File: config.mk
export PLATFORM = sky130hd
export DESIGN_NAME = counter_item_store
export DESIGN_NICKNAME = d
export VERILOG_FILES = /design/src/rtl/counter_item_store.sv
export SDC_FILE = /design/constraint.sdc
export NUM_CORES = 1
export LEC_CHECK = 0
export ABC_CLOCK_PERIOD_IN_PS = 9600
export CAP_MARGIN = 30
export CORE_ASPECT_RATIO = 1.1
export CORE_MARGIN = 4
export CORE_UTILIZATION = 50
export CTS_BUF_LIST = sky130_fd_sc_hd__clkbuf_2
export DETAILED_ROUTE_END_ITERATION = 6
export HOLD_SLACK_MARGIN = 0.02
export PLACE_DENSITY = 0.8
export RECOVER_POWER = 25
export SYNTH_ARGS = -nofsm -noshare
export SYNTH_HDL_FRONTEND = slang
export SYNTH_SLANG_ARGS = --single-unit
File: constraint.sdc
create_clock -name Clk -period 9.6 [get_ports Clk]
set_clock_uncertainty 0.05 [all_clocks]
set_input_delay 1.44 -clock Clk [delete_from_list [all_inputs] [get_ports Clk]]
set_output_delay 1.44 -clock Clk [all_outputs]
set_load 0.02 [all_outputs]
File: src/rtl/counter_item_store.sv
// Kitchen counter item storage: maps the touched counter to a slot and performs
// one pick-up or place per interact press, with a registered read port for the renderer.
module counter_item_store #(
    parameter int         TOP_SLOTS = 16,
    parameter int         MID_SLOTS = 9,
    parameter int         DISP_SLOT = 3,
    parameter logic [2:0] DISP_ITEM = 3'd1
) (
    input  logic       Clk,
    input  logic       Reset_n,
    input  logic       touchingFlag,
    input  logic [9:0] counterX,
    input  logic [9:0] counterY,
    input  logic       interact,
    input  logic [2:0] heldItem,
    output logic       heldLoad,
    output logic [2:0] heldNext,
    output logic       busy,
    input  logic [4:0] readSlot,
    output logic [2:0] readItem
);

    localparam int         NUM_SLOTS   = TOP_SLOTS + MID_SLOTS;
    localparam logic [4:0] NUM_SLOTS_L = 5'(NUM_SLOTS);
    localparam logic [4:0] DISP_IDX    = 5'(DISP_SLOT);
    localparam logic [4:0] MID_BASE    = 5'(TOP_SLOTS);

    typedef enum logic [1:0] {
        IDLE,
        DECODE,
        ACT,
        RELEASE
    } state_t;

    state_t     state;
    logic       interactPrev;
    logic [9:0] capX;
    logic [9:0] capY;
    logic [2:0] capHeld;
    logic [4:0] slotIdx;
    logic [2:0] slots [0:NUM_SLOTS-1];

    logic       press;
    logic [9:0] xOff;
    logic [9:0] kVal;
    logic [9:0] xRem;
    logic       decValid;
    logic [4:0] decIdx;
    logic [2:0] curSlot;

    assign press   = interact & ~interactPrev;
    assign curSlot = slots[slotIdx];

    // Counters sit on a 40-pixel pitch starting at X = 20; only two rows exist.
    always_comb begin
        xOff     = capX - 10'd20;
        kVal     = xOff / 10'd40;
        xRem     = xOff % 10'd40;
        decValid = 1'b0;
        decIdx   = 5'd0;
        if (capX >= 10'd20 && xRem == 10'd0) begin
            if (capY == 10'd100 && kVal < 10'(TOP_SLOTS)) begin
                decValid = 1'b1;
                decIdx   = kVal[4:0];
            end else if (capY == 10'd220 && kVal < 10'(MID_SLOTS)) begin
                decValid = 1'b1;
                decIdx   = kVal[4:0] + MID_BASE;
            end
        end
    end

    always_ff @(posedge Clk or negedge Reset_n) begin
        if (!Reset_n) begin
            state        <= IDLE;
            interactPrev <= 1'b0;
            capX         <= 10'd0;
            capY         <= 10'd0;
            capHeld      <= 3'd0;
            slotIdx      <= 5'd0;
            heldLoad     <= 1'b0;
            heldNext     <= 3'd0;
            busy         <= 1'b0;
            readItem     <= 3'd0;
            for (int i = 0; i < NUM_SLOTS; i++) begin
                slots[i] <= (i == DISP_SLOT) ? DISP_ITEM : 3'd0;
            end
        end else begin
            interactPrev <= interact;
            heldLoad     <= 1'b0;
            // Read happens before this edge's write lands, so a same-edge read sees the old value.
            readItem     <= (readSlot < NUM_SLOTS_L) ? slots[readSlot] : 3'd0;

            case (state)
                IDLE: begin
                    if (press && touchingFlag) begin
                        capX    <= counterX;
                        capY    <= counterY;
                        capHeld <= heldItem;
                        busy    <= 1'b1;
                        state   <= DECODE;
                    end
                end
                DECODE: begin
                    if (decValid) begin
                        slotIdx <= decIdx;
                        state   <= ACT;
                    end else begin
                        state <= RELEASE;
                    end
                end
                ACT: begin
                    if (capHeld == 3'd0 && curSlot != 3'd0) begin
                        heldLoad <= 1'b1;
                        heldNext <= curSlot;
                        if (slotIdx != DISP_IDX) begin
                            slots[slotIdx] <= 3'd0;
                        end
                    end else if (capHeld != 3'd0 && curSlot == 3'd0) begin
                        heldLoad       <= 1'b1;
                        heldNext       <= 3'd0;
                        slots[slotIdx] <= capHeld;
                    end
                    state <= RELEASE;
                end
                RELEASE: begin
                    if (!interact) begin
                        busy  <= 1'b0;
                        state <= IDLE;
                    end
                end
                default: begin
                    busy  <= 1'b0;
                    state <= IDLE;
                end
            endcase
        end
    end

endmodule
==> impl_metrics.yaml <==
global_route:
  grt_util_met1_pct: 28.8
  gr-usage-met3_pct: 4.50
  antenna_found_initial: 0
  grt_use_met2_pct: 39.3
  grt_pass1_vias: 5497
  grt_pass1_wl_um: 29600
  grt_overflow: 0
  grt_max_degree: 76
  busiest_layer: "met2"
  grt.total_usage_pct: 23.2
routing:
  dr.pass1.iters: 6
  initialDrtViolationCount: 496
  wl_per_cell_um: 21.6
  vias_per_cell: 6.48
  wirelength_um: 18000
  antenna_left: 0
  vias: 5408
  drc: 0
setup_path:
  startpoint_type: "flip-flop"
  reg2reg_setup_slack_ns: 5.08
  rr_startpoint: "slotIdx[1]$_DFFE_PN0P_"
  crit_family: "flip-flops"
  cp_slowest_cell: "dfrtp_1"
  worstRegToRegCells: 12
  path_class: "flip-flop to flip-flop"
  crit_path_cell_trace: "mux4_2 > mux2i_1 > nor2_1 > a21oi_1 > a21oi_1 > a221oi_1 > nand2_1 > ha_1 > a41oi_1 > nand3b_1 > nor3_1 > mux2_2"
  path_buf_inv: 0
  crit_fanout: 25
  worstPathArrival_ns: 5.10
  required_ns: 10.18
  cpPeakStageDelay_ns: 1.05
  worst_r2r_endpoint: "slots[46]$_DFFE_PN0P_"
  crit_top_cell: "a21oi_1"
  worstSetupEndpointType: "flip-flop"
final_layout:
  drive_gt1_share_pct: 30.5
  fin_cells: 834
  postLayoutCoreUtil_pct: 57.2
  nFillCells: 1170
  areaGrowthSynthToFinish_pct: 11.3
  final_net_count: 674
  antenna_cells: 0
yosys:
  synth_area_um2: 7150
  synth_top_family_by_area: "multiplexers"
  synth_cell_type_count: 75
  synth_mux_area_share_pct: 29.6
  yosys_warnings: 0
  syn-num-nets: 653
  synthCells: 612
  syn_area_per_cell_um2: 11.7
  synthTopCellsByCount: "dfrtp_1 (113), mux2_2 (101), nor2_1 (42), mux4_2 (36), clkbuf_1 (33)"
  yosys_most_used_dff: "dfrtp_1"
  yosysTopAreaCell: "dfrtp_1"
  yosysMostFrequentCell: "dfrtp_1"
  synth-simple-area-share_pct: 11.2
  synth.area.top_cells: "dfrtp_1 (40%), mux2_2 (16%), mux4_2 (11%)"
  ys_seq_area_share_pct: 39.9
  ys_seq_elements: 114
  synth_fa_ha_area_share_pct: 1.57
  synth_compound_area_share_pct: 12.6
  synthArstFlopShare_pct: 100
  synth_xor_area_share_pct: 1.59
  synth_edf_count: 0
  synthDominantCellAreaShare_pct: 39.5
timing:
  whs_ns: 0.479
  setup_viol: 0
  max-slew-margin-rel_pct: -46.6
  slew_violations: 41
  worst_pin_slew_ns: 2.20
  rsz0062_at_grt: "no"
  final_hold_viol_count: 0
  finalCritPeriodShare_pct: 47.1
  clock.fmax_mhz: 221
  setup_tns_ns: 0
  period_minus_slack_ns: 4.52
placement:
  gp_congestion: 0.937
  port-buffer-count: 39
  place_hpwl_um: 12700
  dp.cells: 801
run_status:
  status: "complete, but fails checks"
  violations: "max-capacitance violations, max-slew violations"
clock_network:
  cts.htree.levels: 4
  tritoncts: "done"
  clock_latency_ns: 0.72
  cts_buffer_depth: 2
  ctsHoldBuffers: 0
  clk_pin_slew_ns: 0.18
  cts_sinks: 114
  clockRootBuffer: "clkbuf_2"
  post_cts.repair.setup_buffers: 0
  cts_resized: 0
  numCtsBuffers: 17
die:
  die_area_um2: 16300
  ios: 40
  core.rowCount: 45
  core_um2: 13900
  start_util_pct: 51.4
  die_h_um: 133
  die_w_um: 122
power:
  peakVddDrop_mv: 0.237
  power.leakage_nw: 3.39
  p_per_area_nw_per_um2: 278
  total_power_mw: 2.21
hold_path:
  hold_path.class: "flip-flop to flip-flop"
  hp-start: "capY[6]$_DFFE_PN0P_"
  worst_hold_path.num_cells: 1
  hold_end: "capY[6]$_DFFE_PN0P_"
run:
  maxCapViolCount: 1
cell families (layout without fill, tap and decap cells):
group | after synthesis | in the layout
xor+xnor | 13 | 13
fa+ha+maj | 9 | 9
simple gates | 146 | 146
compound gates | 119 | 119
flops | 114 | 114
mux | 151 | 151
buf+inv | 60 | 94
area by class of cell:
class,instances,area (um2),area share (%)
inverters,13,48.8,0.613
multi-input cells,438,4050,50.9
flip-flops and latches,114,2850,35.9
repair buffers,49,490,6.17
clock inverters,15,189,2.37
clock buffers,17,85.1,1.07
well taps,188,235,2.96
worst max-delay path by stage:
stage | startpoint | end | slack (ns) | cells after the start
after CTS | slotIdx[1]$_DFFE_PN0P_ | slots[21]$_DFFE_PN0P_ | 5.19 | 12
after global routing | slotIdx[1]$_DFFE_PN0P_ | slots[41]$_DFFE_PN0P_ | 4.82 | 12
after floorplan | slotIdx[0]$_DFFE_PN0P_ | slots[15]$_DFFE_PN0P_ | 5.50 | 13
after detailed placement | slotIdx[1]$_DFFE_PN0P_ | slots[46]$_DFFE_PN0P_ | 5.22 | 12
after global placement | slotIdx[1]$_DFFE_PN0P_ | slots[15]$_DFFE_PN0P_ | 5.38 | 12
final | slotIdx[1]$_DFFE_PN0P_ | slots[46]$_DFFE_PN0P_ | 5.08 | 12
state kept, by name, summed over array words and instances, names as in the netlist:
name          count
slots            75
capX             10
readItem          3
heldLoad          1
busy              1
interactPrev      1
state             2
slotIdx           5
capY             10
heldNext          3
capHeld           3
placed cells by master, fill, tap and decap left out, drive strengths merged, types with 10 or more instances in the layout:
| cell type | netlist | routed |
|---|---|---|
| clkdlybuf4s50 | 0 | 37 |
| dfrtp | 113 | 113 |
| inv | 12 | 14 |
| nor3 | 17 | 17 |
| a21oi | 17 | 17 |
| mux2 | 106 | 106 |
| nor2 | 42 | 42 |
| o21ai | 20 | 20 |
| xnor2 | 10 | 10 |
| mux4 | 36 | 36 |
| nand2 | 26 | 26 |
| clkbuf | 33 | 19 |
routing by layer:
layer	vias to the layer above	wire, um	share of wire (%)
met5	-	0	0
met4	0	671	3.7
met3	58	915	5.1
met2	207	9350	52
met1	2752	7050	39
li1	2391	-	-
through the flow:
stage          instance area, um2  setup WS (ns)
3_5_place_dp                 7660           5.22
4_1_cts                      7940           5.19
3_3_place_gp                 7630           5.38
5_1_grt                      7960           4.82
2_1_floorplan                7150           5.50
6_report                     7960           5.08
power by group:
part | leakage, nW | switching (mW) | internal [mW]
clock network | 0.151 | 0.195 | 0.169
registers | 1.54 | 0.102 | 0.545
logic | 1.70 | 0.741 | 0.461
total | 3.39 | 1.04 | 1.18
Power figures use the tool's default switching activity.
